$ cat src/rtl/acq_sequencer.sv
// acq_sequencer: capture-side sequencer for the double-banked sample RAM.
// Fills pre-trigger history, waits for a level crossing (or an auto-mode
// timeout), fills post-trigger samples, then hands the finished bank to the
// display only when the display signals a frame boundary.
// Build option: define TRIG_SLOPE_SEL_EN to add the trig_falling input, which
// selects a falling-edge trigger for the capture it is latched into.
//
// state      | meaning
// -----------+------------------------------------------------------------
// S_IDLE     | waiting for run level or a single pulse
// S_PRE_FILL | writing the pre-trigger history (pre samples)
// S_ARMED    | writing samples while looking for the trigger condition
// S_POST_FILL| writing the samples that follow the trigger
// S_HOLD     | capture complete, waiting for frame_start to swap banks
module acq_sequencer #(
  parameter int DW           = 12,
  parameter int AW           = 8,
  parameter int AUTO_TIMEOUT = 4096
) (
  input  logic          clk,
  input  logic          rst,
  input  logic          run,
  input  logic          single,
  input  logic          mode_auto,
  input  logic          smp_valid,
  input  logic [DW-1:0] smp_data,
  input  logic [DW-1:0] trig_level,
`ifdef TRIG_SLOPE_SEL_EN
  input  logic          trig_falling,
`endif
  input  logic [AW-1:0] pretrig,
  input  logic          frame_start,
  output logic          wr_en,
  output logic [AW:0]   wr_addr,
  output logic [DW-1:0] wr_data,
  output logic          disp_bank,
  output logic [AW-1:0] disp_base,
  output logic          capture_done,
  output logic          triggered,
  output logic          busy
);

  localparam int            CW      = $clog2(AUTO_TIMEOUT + 1);
  localparam logic [CW-1:0] TO_LAST = CW'(AUTO_TIMEOUT - 1);
  localparam logic [CW-1:0] TO_SAT  = CW'(AUTO_TIMEOUT);
  localparam logic [CW-1:0] CNT_ONE = CW'(1);
  localparam logic [AW-1:0] IDX_MAX = '1;
  localparam logic [AW-1:0] IDX_ONE = AW'(1);

  typedef enum logic [2:0] {
    S_IDLE, S_PRE_FILL, S_ARMED, S_POST_FILL, S_HOLD
  } state_t;

  state_t        state_q, state_nxt;
  logic          wbank;
  logic [AW-1:0] idx;
  logic [AW-1:0] pre_q;
  logic [AW-1:0] fill_rem;
  logic [AW-1:0] post_rem;
  logic [AW-1:0] taddr;
  logic [CW-1:0] armed_cnt;
  logic [DW-1:0] prev_q;
  logic          prev_valid;
  logic          single_mode;
  logic          trig_flag;

  logic          abort, accept, fire, real_trig, timeout, enter_pre, swap;
  logic          edge_hit;
  logic [AW-1:0] post_len;

  assign busy     = (state_q != S_IDLE);
  // Samples after the trigger fill the rest of the bank: DEPTH-1-pre.
  assign post_len = IDX_MAX - pre_q;

`ifdef TRIG_SLOPE_SEL_EN
  logic falling_q;

  assign edge_hit = falling_q ? (prev_q > trig_level && smp_data <= trig_level)
                              : (prev_q < trig_level && smp_data >= trig_level);

  // Slope choice is frozen for the whole capture, like pretrig.
  always_ff @(posedge clk) begin
    if (!rst)           falling_q <= 1'b0;
    else if (enter_pre) falling_q <= trig_falling;
  end
`else
  assign edge_hit = (prev_q < trig_level) && (smp_data >= trig_level);
`endif

  // State register.
  always_ff @(posedge clk) begin
    if (!rst) state_q <= S_IDLE;
    else      state_q <= state_nxt;
  end

  // Next-state decode and per-cycle control strobes for the datapath.
  always_comb begin
    state_nxt = state_q;
    accept    = 1'b0;
    fire      = 1'b0;
    real_trig = 1'b0;
    timeout   = 1'b0;
    enter_pre = 1'b0;
    swap      = 1'b0;
    abort     = busy && !single_mode && !run;
    case (state_q)
      S_IDLE: begin
        if (run || single) begin
          state_nxt = S_PRE_FILL;
          enter_pre = 1'b1;
        end
      end
      S_PRE_FILL: begin
        if (abort)                state_nxt = S_IDLE;
        else if (fill_rem == '0)  state_nxt = S_ARMED;
        else if (smp_valid) begin
          accept = 1'b1;
          if (fill_rem == IDX_ONE) state_nxt = S_ARMED;
        end
      end
      S_ARMED: begin
        if (abort) state_nxt = S_IDLE;
        else if (smp_valid) begin
          accept    = 1'b1;
          real_trig = prev_valid && edge_hit;
          timeout   = mode_auto && (armed_cnt >= TO_LAST);
          fire      = real_trig || timeout;
          if (fire) state_nxt = (post_len == '0) ? S_HOLD : S_POST_FILL;
        end
      end
      S_POST_FILL: begin
        if (abort) state_nxt = S_IDLE;
        else if (smp_valid) begin
          accept = 1'b1;
          if (post_rem == IDX_ONE) state_nxt = S_HOLD;
        end
      end
      S_HOLD: begin
        if (abort) state_nxt = S_IDLE;
        else if (frame_start) begin
          swap = 1'b1;
          if (run && !single_mode) begin
            state_nxt = S_PRE_FILL;
            enter_pre = 1'b1;
          end else begin
            state_nxt = S_IDLE;
          end
        end
      end
      default: state_nxt = S_IDLE;
    endcase
  end

  // Capture datapath: RAM write port, fill counters, trigger bookkeeping, bank swap.
  always_ff @(posedge clk) begin
    if (!rst) begin
      wr_en        <= 1'b0;
      wr_addr      <= '0;
      wr_data      <= '0;
      disp_bank    <= 1'b0;
      disp_base    <= '0;
      capture_done <= 1'b0;
      triggered    <= 1'b0;
      wbank        <= 1'b1;
      idx          <= '0;
      pre_q        <= '0;
      fill_rem     <= '0;
      post_rem     <= '0;
      taddr        <= '0;
      armed_cnt    <= '0;
      prev_q       <= '0;
      prev_valid   <= 1'b0;
      single_mode  <= 1'b0;
      trig_flag    <= 1'b0;
    end else begin
      wr_en        <= accept;
      capture_done <= swap;
      if (accept) begin
        wr_addr    <= {wbank, idx};
        wr_data    <= smp_data;
        idx        <= idx + IDX_ONE;
        prev_q     <= smp_data;
        prev_valid <= 1'b1;
      end
      // pretrig is AW bits wide, so it can never exceed DEPTH-1.
      if (enter_pre) begin
        pre_q       <= pretrig;
        fill_rem    <= pretrig;
        single_mode <= !run;
        prev_valid  <= 1'b0;
      end
      if (accept && state_q == S_PRE_FILL) fill_rem <= fill_rem - IDX_ONE;
      if (state_q != S_ARMED)                       armed_cnt <= '0;
      else if (accept && armed_cnt != TO_SAT)       armed_cnt <= armed_cnt + CNT_ONE;
      if (fire) begin
        taddr     <= idx;
        trig_flag <= real_trig;
        post_rem  <= post_len;
      end
      if (accept && state_q == S_POST_FILL) post_rem <= post_rem - IDX_ONE;
      if (swap) begin
        disp_bank <= wbank;
        disp_base <= taddr - pre_q;
        triggered <= trig_flag;
        wbank     <= ~wbank;
      end
    end
  end

endmodule

$ cat config.mk
export PLATFORM = sky130hd
export DESIGN_NAME = acq_sequencer
export DESIGN_NICKNAME = d
export VERILOG_FILES = /design/src/rtl/acq_sequencer.sv
export SDC_FILE = /design/constraint.sdc
export NUM_CORES = 1
export LEC_CHECK = 0
export CAP_MARGIN = 20
export CORE_ASPECT_RATIO = 1.4
export CORE_UTILIZATION = 35
export DETAILED_ROUTE_END_ITERATION = 10
export GPL_ROUTABILITY_DRIVEN = 0
export GPL_TIMING_DRIVEN = 1
export HOLD_SLACK_MARGIN = 0.15
export MAX_ROUTING_LAYER = met4
export RECOVER_POWER = 25
export SYNTH_ARGS = -nofsm -noshare
export SYNTH_HDL_FRONTEND = slang
export SYNTH_SLANG_ARGS = --single-unit
$ cat constraint.sdc
create_clock -name clk -period 4.3 [get_ports clk]
set_input_delay 0.86 -clock clk [delete_from_list [all_inputs] [get_ports clk]]
set_output_delay 0.86 -clock clk [all_outputs]
set_load 0.02 [all_outputs]
==> summary.txt <==
status: completed
fin nets: 748
Netlist Area Pre-Place: 0.004937 mm2
synthesis-stage register bit count: 93
first-pass GRT wire length: 19920 um
Post-synth EDFFs: 0
DRC Markers: 0
Core Rows: 51
total grt overflow: 0
vias in the first global route: 4247
Root Buffer: clkbuf_16
Critical Path Start Type: primary input
Worst Max-Slew Pin Slew: 0.8771 ns
Clock Latency Late Sink: 0.34 ns
final WL: 12120 um
fillers: 1359
CTS tree: yes
initial antenna violation count: 0
hold_buf cts: 0
FF-to-FF Start: prev_q[5]
drt first pass iters: 4
hold path depth: 2
Max-Cap Viols: 0
Final Cell Area: 0.006136 mm2
sequential area share after synthesis: 0.3771
pwr dens: 416.4 mW/mm2
# port buffers: 72
synth warn: 0
Final Hold Violating Endpoints: 0
CP max stage cell: o21ai_2
die height: 142.5 um
Post-Place Cells: 845
die width: 102.4 um
Critical R2R Capture: post_rem[1]
clk slew on worst S/H paths: 0.07 ns
Inserted Clock Buffers: 9
detailed placer's ending HPWL: 9115 um
share of layout cells above drive strength 1: 0.05917
DR WL/cell: 14.08 um
H-tree Lvls: 3
Clock Tree Buf Depth: 2
worst-path maximum fanout: 15
clock sinks: 93
Fmax: 0.2926 GHz
Synthesized Nets: 682
FF-to-FF path depth: 8
crit path time final: 3.417 ns
kind of critical path: primary input to register
DP Area: 0.005844 mm2
R2R setup slack: 1.60 ns
Syn-to-layout area delta: 24.28%
top post-synthesis cells by area: dfxtp_1 (38%), ha_1 (9.4%), nand2_1 (7.8%), a21oi_1 (6.1%), nor2_1 (4.7%)
Synth Instances: 605
Final ANT Viol Nets: 0
Worst path max stage delay: 0.72 ns
Required @ worst endpoint: 4.56 ns
largest net degree at the start of global routing: 29
routed via count: 4409
critical path arrival: 3.67 ns
die footprint: 0.01459 mm2
Pwr Total: 2.555 mW
beginning of the worst hold path: disp_bank
Synth top area share: 0.3771
initial core utilization: 0.3566
GRT Overall Usage: 0.1783
fin. max-slew vios: 0
cell taking the most area after synthesis: dfxtp_1
# Post-CTS Setup Buffers: 0
Worst Hold End: disp_bank
Final Cycle Share: 0.7947
Pleak: 2.412 nW
RSZ-0062 raised after global routing: false
post-cts resize count: 0
syn_area_per_cell: 8.161 um2
CORE AREA: 0.01385 mm2
clk_skew: 0.008048 ns
Max-slew headroom: 0.4152
number of diodes: 0
total negative slack: 0 ns
worst path cell trace: clkdlybuf4s50_1 > inv_1 > ha_1 > a21oi_1 > o21ai_0 > a221oi_1 > nand3_1 > o21ai_2 > mux2_2 > o31ai_1
DR iter-0 viols: 177
# IOs: 73
vias per cell: 5.121
Worst IR Drop VDD: 199.7 uV
Synth cell types: 65
Hold WC Path Type: register to register
post-route insts no fill: 861
asr flop ratio synth: 0
Final setup viols: 0
Setup crit end kind: register
Final Util: 0.4431
Synth Flop Type: dfxtp_1
-- routing by layer --
metal  vias to the layer above  wire length [um]  global-route usage
met3                        20               466             0.02456
li1                       2235                 -                   -
met4                         0               265             0.07143
met5                         -                 0                   -
met1                      2055              5672              0.2171
met2                        99              5716              0.2939
-- cell usage in the layout, fill, tap and decap left out, types with 3 or more instances in the layout --
| cell type | instances |
|---|---|
| clkdlybuf4s50_1 | 41 |
| o31ai_1 | 3 |
| nor3b_1 | 4 |
| nor2b_1 | 6 |
| a21o_1 | 4 |
| xor2_1 | 19 |
| dfxtp_1 | 93 |
| clkbuf_16 | 9 |
| ha_1 | 37 |
| nand2b_1 | 5 |
| nor4b_1 | 3 |
| dlygate4sd3_1 | 31 |
| buf_4 | 7 |
| or3_1 | 4 |
| o21ai_0 | 12 |
| nand3_1 | 19 |
| or3b_1 | 3 |
| a21oi_1 | 60 |
| nor3_1 | 10 |
| a211oi_1 | 3 |
| inv_1 | 33 |
| mux2_2 | 3 |
| nor2_1 | 62 |
| a31oi_1 | 4 |
| and4_1 | 6 |
| nor4_1 | 7 |
| nand2_1 | 102 |
| nand4_1 | 8 |
| and2_1 | 6 |
| xnor2_1 | 8 |
| a221oi_1 | 3 |
| mux2i_1 | 12 |
-- through the flow --
stage / setup WS (ns) / hold slack (ns)
4_1_cts: 0.8890 / 0.4587
5_1_grt: 0.6278 / 0.4753
3_3_place_gp: 0.5419 / 0.4436
6_report: 0.8829 / 0.4523
2_1_floorplan: 1.524 / 0.4327
3_5_place_dp: 0.4878 / 0.4485
-- where the power goes --
group	switching (mW)	internal (mW)	total [mW]
clock	0.361	0.417	0.778
sequential	0.0899	0.935	1.03
combinational	0.445	0.306	0.752
total	0.896	1.66	2.55
-- synth_stat cells, types with 4 or more instances --
cell type	n
nor2_1	62
a31oi_1	4
ha_1	37
mux2i_1	12
nand2b_1	5
nand2_1	102
nand4_1	8
xnor2_1	8
inv_1	33
nand3_1	19
a21oi_1	60
o21ai_0	12
dfxtp_1	93
xor2_1	19
nor3b_1	4
nor4_1	7
or3_1	4
nor3_1	10
nor2b_1	6
and2_1	6
a21o_1	4
and4_1	6
clkbuf_1	19
-- cell families (layout without fill, tap and decap cells) --
kind of cell / after synthesis / in the layout / synth area share
multiplexers: 15 / 15 / 0.03117
AND/OR/NAND/NOR: 254 / 254 / 0.2446
AO/OA/AOI/OAI: 120 / 120 / 0.1559
XOR/XNOR: 27 / 27 / 0.04790
buffers and inverters: 58 / 129 / 0.04561
adder cells (fa/ha/maj): 38 / 38 / 0.09782
flip-flops: 93 / 93 / 0.3771
-- flip-flops by register name, indices dropped and copies added (netlist names) --
| signal | count |
|---|---|
| trig_flag | 1 |
| fill_rem | 8 |
| state_q | 3 |
| capture_done | 1 |
| post_rem | 8 |
| prev_q | 12 |
| taddr | 8 |
| prev_valid | 1 |
| wr_addr | 9 |
| disp_bank | 1 |
| armed_cnt | 13 |
| wbank | 1 |
| pre_q | 8 |
| single_mode | 1 |
| disp_base | 8 |
| idx | 8 |
| wr_en | 1 |
| triggered | 1 |
-- final cells by class --
type	count	area, um2	area share
sequential	93	1862	0.3034
clock buffer	10	239.0	0.03895
tap	185	231.5	0.03772
multi-input combinational	454	2850	0.4645
clock inverter	6	52.55	0.008564
timing repair buffer	79	773.2	0.1260
inverter	34	127.6	0.02080
-- worst max path at each step --
| stage | start | end | slack [ns] | depth (start not counted) |
|---|---|---|---|---|
| after detailed placement | trig_level[7] | post_rem[1] | 0.49 | 10 |
| final | trig_level[5] | post_rem[1] | 0.88 | 10 |
| after global placement | trig_level[1] | post_rem[1] | 0.54 | 10 |
| after floorplan | trig_level[2] | post_rem[3] | 1.52 | 9 |
| after CTS | trig_level[7] | post_rem[1] | 0.89 | 10 |
| after global routing | trig_level[5] | post_rem[1] | 0.63 | 10 |
-- worst max-delay path: cells and delay by family --
kind | cells | cell delay, ns
AOI/OAI and AO/OA | 5 | 1.42
buffers and inverters | 2 | 0.50
muxes | 1 | 0.41
adders and majority gates | 1 | 0.30
and+or+nand+nor | 1 | 0.18
Power figures use the tool's default switching activity.
